File: src/rtl/mips_reg_writeback.sv
// MIPS register-file write front end: merges the single-cycle pipeline
// result with buffered multicycle results onto one registered write port.
module mips_reg_writeback #(
    parameter int SEC_DEPTH    = 2,
    parameter int STARVE_LIMIT = 4
) (
    input  logic        clk,
    input  logic        rst,
    input  logic        pri_valid,
    input  logic [4:0]  pri_addr,
    input  logic [31:0] pri_data,
    output logic        pri_ready,
    input  logic        sec_valid,
    input  logic [4:0]  sec_addr,
    input  logic [31:0] sec_data,
    output logic        sec_ready,
    output logic        RegWrite,
    output logic [4:0]  WriteAddress,
    output logic [31:0] DataIn,
    output logic        sec_pending
);

    localparam int PW = (SEC_DEPTH > 1) ? $clog2(SEC_DEPTH) : 1;
    localparam int CW = PW + 1;
    localparam int SW = $clog2(STARVE_LIMIT + 1);

    logic [PW-1:0] wr_ptr;
    logic [PW-1:0] rd_ptr;
    logic [CW-1:0] count;
    logic [SW-1:0] starve;

    logic [4:0]  mem_addr [SEC_DEPTH];
    logic [31:0] mem_data [SEC_DEPTH];

    logic        force_sec;
    logic        pri_sel;
    logic        push;
    logic        pop;
    logic        sel;
    logic [4:0]  sel_addr;
    logic [31:0] sel_data;

    assign sec_pending = (count != '0);
    assign force_sec   = sec_pending && (starve == SW'(STARVE_LIMIT));
    assign pri_ready   = rst && !force_sec;
    assign sec_ready   = rst && (count < CW'(SEC_DEPTH));

    // The FIFO head drains whenever the primary is idle or has starved it.
    assign pri_sel  = pri_ready && pri_valid;
    assign pop      = rst && sec_pending && (force_sec || !pri_valid);
    assign push     = sec_valid && sec_ready;
    assign sel      = pri_sel || pop;
    assign sel_addr = pri_sel ? pri_addr : mem_addr[rd_ptr];
    assign sel_data = pri_sel ? pri_data : mem_data[rd_ptr];

    always_ff @(posedge clk) begin
        if (push) begin
            mem_addr[wr_ptr] <= sec_addr;
            mem_data[wr_ptr] <= sec_data;
        end
    end

    always_ff @(posedge clk or negedge rst) begin
        if (!rst) begin
            wr_ptr <= '0;
            rd_ptr <= '0;
            count  <= '0;
            starve <= '0;
        end else begin
            if (push) wr_ptr <= wr_ptr + 1'b1;
            if (pop)  rd_ptr <= rd_ptr + 1'b1;
            if (push && !pop)
                count <= count + 1'b1;
            else if (pop && !push)
                count <= count - 1'b1;
            if (pop || !sec_pending)
                starve <= '0;
            else if (pri_sel && starve != SW'(STARVE_LIMIT))
                starve <= starve + 1'b1;
        end
    end

    // Address 0 still updates the bus but never asserts the write strobe.
    always_ff @(posedge clk or negedge rst) begin
        if (!rst) begin
            RegWrite     <= 1'b0;
            WriteAddress <= '0;
            DataIn       <= '0;
        end else if (sel) begin
            RegWrite     <= (sel_addr != 5'd0);
            WriteAddress <= sel_addr;
            DataIn       <= sel_data;
        end else begin
            RegWrite     <= 1'b0;
        end
    end

endmodule

File: config.mk
export PLATFORM = sky130hd
export DESIGN_NAME = mips_reg_writeback
export DESIGN_NICKNAME = d
export VERILOG_FILES = /design/src/rtl/mips_reg_writeback.sv
export SDC_FILE = /design/constraint.sdc
export NUM_CORES = 1
export LEC_CHECK = 0
export ABC_AREA = 1
export BUFFER_PORTS_ARGS = -buffer_cell sky130_fd_sc_hd__buf_2
export CAP_MARGIN = 20
export CELL_PAD_IN_SITES_DETAIL_PLACEMENT = 1
export CELL_PAD_IN_SITES_GLOBAL_PLACEMENT = 1
export CORE_ASPECT_RATIO = 0.5
export CORE_MARGIN = 2
export CORE_UTILIZATION = 30
export CTS_BUF_LIST = sky130_fd_sc_hd__clkbuf_8
export DETAILED_ROUTE_END_ITERATION = 8
export HOLD_SLACK_MARGIN = 0.1
export PLACE_DENSITY_LB_ADDON = 0.1
export REMOVE_ABC_BUFFERS = 1
export SETUP_SLACK_MARGIN = 0.05
export SLEW_MARGIN = 25
export SYNTH_ARGS = -nofsm -noshare
export SYNTH_HDL_FRONTEND = slang
export SYNTH_SLANG_ARGS = --single-unit
File: constraint.sdc
create_clock -name clk -period 3.34 [get_ports clk]
set_clock_uncertainty 0.05 [all_clocks]
set_input_delay 0.167 -clock clk [delete_from_list [all_inputs] [get_ports clk]]
set_output_delay 0.167 -clock clk [all_outputs]
set_load 0.01 [all_outputs]
; ---- Yosys cells after proc, flatten, opt, wreduce, memory -nomap -nowiden
; Memories as Yosys holds them, arrays and structs flattened.
; Index checks and enable logic that the tools add are counted.
; W data, S select, Z words.
[op_classes]
n_addsub = 5
order_cmp = 1
eq_ne = 2
n_mux = 9
reduce_logical = 22
[op_table]
columns = op, n
row1 = $mux W32, 1
row2 = $logic_and A1 B1 Y1, 10
row3 = $mux W3, 2
row4 = $reduce_bool A2 Y1, 3
row5 = $logic_not A1 Y1, 5
row6 = $mux W5, 1
row7 = $reduce_bool A5 Y1, 1
row8 = $mux W2, 2
row9 = $add A3 B1 Y3 const B, 1
row10 = $eq A3 B3 Y1 const B, 1
row11 = $logic_or A1 B1 Y1, 3
row12 = $mux W1, 3
row13 = $ne A3 B3 Y1 const B, 1
row14 = $add A1 B1 Y1 const B, 2
row15 = $add A2 B1 Y2 const B, 1
row16 = $lt A2 B2 Y1 const B, 1
row17 = $sub A2 B1 Y2 const B, 1
[totals]
ff_bits = 45
ram_bits = 74
inputBits = 78
memories = 2
[mem_list]
columns = memory, words, word_bits, read_ports, rd_ports_with_merged_regs, write_ports, line
row1 = mem_data, 2, 32, 1, 0, 1, 33  ; logic [31:0] mem_data [SEC_DEPTH];
row2 = mem_addr, 2, 5, 1, 0, 1, 32  ; logic [4:0] mem_addr [SEC_DEPTH];

; ---- Depth between registers and ports, before layout
[depth]
word_depth = 8
depth_mapped = 11
depth_no_buf = 11

; ---- Worst setup path before layout
; OpenSTA, ideal clock, no wires.
[synth_timing]
path_type = reg2reg
startpoint = register count[1]
endpoint = memory mem_addr[0][0], enable pin
arrival_ns = 2.327
required_time_ns = 2.859
slack_ns = 0.532
path_stages_with_launch = 4
path_buffers = 0
cell_sequence = dfrtp_1 > nor2_1 > nand2_1 > nor2_1
[synth_between]
elab_chain_cells = 5
[synth_rtl]
columns = item, line
row1 = start: declaration, 29  ; logic [CW-1:0] count;
row2 = start signal: assignment, 73  ; count <= count + 1'b1;
row3 = start signal: assignment, 75  ; count <= count - 1'b1;
row4 = $lt A2 B2 Y1, 46  ; assign sec_ready = rst && (count < CW'(SEC_DEPTH));
row5 = $logic_and A1 B1 Y1, 46
row6 = net sec_ready, 16  ; output logic sec_ready,
row7 = $logic_and A1 B1 Y1, 51  ; assign push = sec_valid && sec_ready;
row8 = $mux W1, 57  ; if (push) begin
row9 = $mux W1 (not written as such), 58  ; mem_addr[wr_ptr] <= sec_addr;
row10 = end: declaration, 32
; The timed path passes the listed nets, and every way through them passes these cells.

; ---- Worst setup path after layout
[layout_timing]
startpoint = input rst
endpoint = register DataIn[31]
[layout_between]
elab_chain_cells = 3
[layout_rtl]
columns = item, line
row1 = start: declaration, 8  ; input logic rst,
row2 = $logic_and A1 B1 Y1 (on tied branches), "45, 50"
row3 = $logic_and A1 B1 Y1 (on tied branches), "49, 50"
row4 = $mux W32 / $logic_or A1 B1 Y1 (equally long branches), "54, 52"
row5 = end signal: assignment, 92  ; DataIn <= sel_data;
row6 = end: declaration, 19  ; output logic [31:0] DataIn,
; Several ways; a longest one is shown, not always the timed one.
; A chain may end at the register's enable or synchronous reset.

==> impl_metrics.csv <==
group,metric,value,unit
die,dieArea,16700,µm²
detailed_routing,avgRoutedWirePerCell,16.1,µm
global_routing,grt-ovfl-total,0,
clock_tree,insertion_delay,0.43,ns
critical_path,cp.arrival,2.47,ns
flow_run,maxCapViolCount,0,
logic_synthesis,synth_compound_area_share,7.47,%
clock_tree,cts_hold_buf,76,
timing,timing.final.crit_period,2.20,ns
cells_and_area,n_antenna_cell,0,
logic_synthesis,synth_edf_count,74,
logic_synthesis,synth_simple_gate_area_share,10.9,%
global_routing,antenna_found_initial,0,
detailed_routing,dr_total_vias,3465,
timing,rsz0062_at_grt,"false",
power_and_ir_drop,cellPowerDensity,715,nW/µm²
detailed_routing,met2_length,6310,µm
critical_path,crit_required,3.61,ns
clock_tree,post_cts_resized,0,
logic_synthesis,yosysSeqAreaShare,71.4,%
detailed_routing,routed_wl,12400,µm
critical_path,slowest_stage,"buf_4",
logic_synthesis,synth_top_family_by_area,"simple AND/OR/NAND/NOR gates",
logic_synthesis,syn_avg_cell_area,13.2,µm²
die,initial_utilization,30.6,%
clock_tree,clock_sinks,119,
detailed_routing,drcViolationCount,0,
run_status,status,"completed",
timing,post-route-period-util,65.8,%
cells_and_area,layout_common_cells,"buf_2, nand2_1, dlygate4sd3_1",
detailed_routing,met3WireLength,443,µm
detailed_routing,met1Wirelength,5600,µm
place,dp.final_hpwl,7540,µm
power_and_ir_drop,power,4.78,mW
logic_synthesis,synth_ff_type,"edfxtp_1",
die,coreArea,15300,µm²
critical_path,worstSetupStartpointType,"input port",
clock_tree,cts_root_buffer,"clkbuf_8",
logic_synthesis,synthAdderAreaFrac,0.801,%
critical_path,worstPathCellList,"dlygate4sd3_1 > buf_2 > buf_4 > nand3_2 > inv_1 > buf_4 > nand2_1 > o311ai_1",
clock_tree,cts_tree,"done",
cells_and_area,fin_cells,774,
logic_synthesis,postSynthCellCount,354,
die,die_w,181,µm
cells_and_area,design_area,6680,µm²
logic_synthesis,synth_xor_xnor_area_share,0.747,%
timing,slew_headroom,53.3,%
place,gp_congestion,0.692,
critical_path,critPathLaunch,"rst",
logic_synthesis,syn_area,4690,µm²
logic_synthesis,yosys_register_bits,119,
clock_tree,cts_htree_levels,4,
timing,timing.fmax,455,MHz
logic_synthesis,ys.warnings.count,0,
timing,fin_tns_setup,0,ns
cells_and_area,fin_util,43.6,%
logic_synthesis,async_flop_share,37.8,%
timing,finalSetupViolCount,0,
logic_synthesis,synth_mux_area_share,5.13,%
die,die_h,92.4,µm
place,port_buffers,118,
place,placed_area,5510,µm²
detailed_routing,highest_layer,"met4",
critical_path,cpPeakStageDelay,0.57,ns
clock_tree,clk_pin_slew_worst_paths,0.07,ns
timing,hold_viol,0,
timing,report.final.slew_viol_count,0,
cells_and_area,drive_gt1_share,29.6,%
clock_tree,cts_setup_buffers,0,
power_and_ir_drop,peakVddDrop,245,µV
place,dp.cells,666,
detailed_routing,ant_nets,0,
clock_tree,cts_max_path_buffers,2,
critical_path,critPathMaxFanout,50,
detailed_routing,drtPass1Iterations,4,
global_routing,grtUsageTotal,15.9,%
power_and_ir_drop,p_leak,2.81,nW
global_routing,grt_max_degree,51,
min_path,worstHoldStart,"sec_valid",
global_routing,first_global_vias,3770,
clock_tree,cts_buffers,17,
die,num_rows,32,
critical_path,worstReg2RegStart,"starve[0]$_DFFE_PN0P_",
critical_path,path_common_cell,"buf_4",
global_routing,grt_first_pass_wirelength,20100,µm
cells_and_area,fillers,1676,
die,boundaryPins,119,
timing,holdWs,0.176,ns
place,dp_slack,1.13,ns
timing,setup_ws,1.14,ns
cells_and_area,layout_commonest_cell,"buf_2",
critical_path,end_kind,"flop",
min_path,hp-class,"in2reg",
timing,worstMarginPinSlew,0.701,ns
cells_and_area,layout.nets,638,
cells_and_area,areaGrowthSynthToFinish,42.6,%
critical_path,worst-setup-path-type,"in2reg",
detailed_routing,via_per_inst,4.48,
logic_synthesis,synth_cell_types,29,
detailed_routing,drt_iter0_drc,108,
-- path summary, 6_finish.rpt --
kind / to / slack (ns) / cells after the start
max reg2reg: DataIn[9]$_DFFE_PN0P_ / 1.20 / 9
min in group asynchronous: DataIn[20]$_DFFE_PN0P_ / 0.40 / 3
min: wr_ptr$_DFFE_PN0P_ / 0.18 / 3
min reg2reg: WriteAddress[2]$_DFFE_PN0P_ / 0.44 / 2
max: DataIn[31]$_DFFE_PN0P_ / 1.14 / 8
max in group asynchronous: rd_ptr$_DFFE_PN0P_ / 2.33 / 3
-- logic make-up (layout without fill, tap and decap cells) --
| logic type | after synthesis | after routing |
|---|---|---|
| compound gates | 52 | 52 |
| flops | 119 | 119 |
| xor+xnor | 4 | 4 |
| buf+inv | 30 | 246 |
| fa+ha+maj | 3 | 3 |
| mux | 24 | 24 |
| simple gates | 122 | 122 |
-- where the power goes --
| part | switching (mW) | internal, mW |
|---|---|---|
| registers | 0.187 | 1.90 |
| clock network | 0.626 | 0.740 |
| logic | 0.765 | 0.555 |
-- critical path, delay by kind of cell --
family / cells / cell delay [ns]
AO/OA/AOI/OAI: 1 / 0.10
buffers and inverters: 5 / 1.73
AND/OR/NAND/NOR: 2 / 0.42
-- synth_stat cells, drive strengths merged, types with 8 or more instances --
library cell  instances  area, µm²
o311ai                8       70.1
buf                  13       97.6
o211ai               24        180
o21ai                15       75.1
nand2                85        334
edfxtp               74       2220
nor2                 24       97.6
mux2i                24        240
inv                  15       58.8
dfrtp                45       1130
-- sequential cells by signal (all words and copies together), names as in the netlist --
signal        count
WriteAddress      5
DataIn           32
mem_data         64
starve            3
count             2
rd_ptr            1
wr_ptr            1
RegWrite          1
mem_addr         10
-- cell type report --
type	count	area, µm²	share of cell area (%)
inverter	15	58.8	0.880
tap	204	255	3.82
timing repair buffer	199	1410	21.2
multi-input combinational	205	1190	17.8
clock buffer	17	234	3.50
sequential	119	3350	50.1
clock inverter	15	180	2.70
-- routing by layer --
layer / track usage (%) / up-vias
met5: 0 / -
li1: - / 1663
met3: 4.44 / 8
met1: 19.5 / 1736
met4: 4.03 / 0
met2: 27.8 / 58
Power figures use the tool's default switching activity.
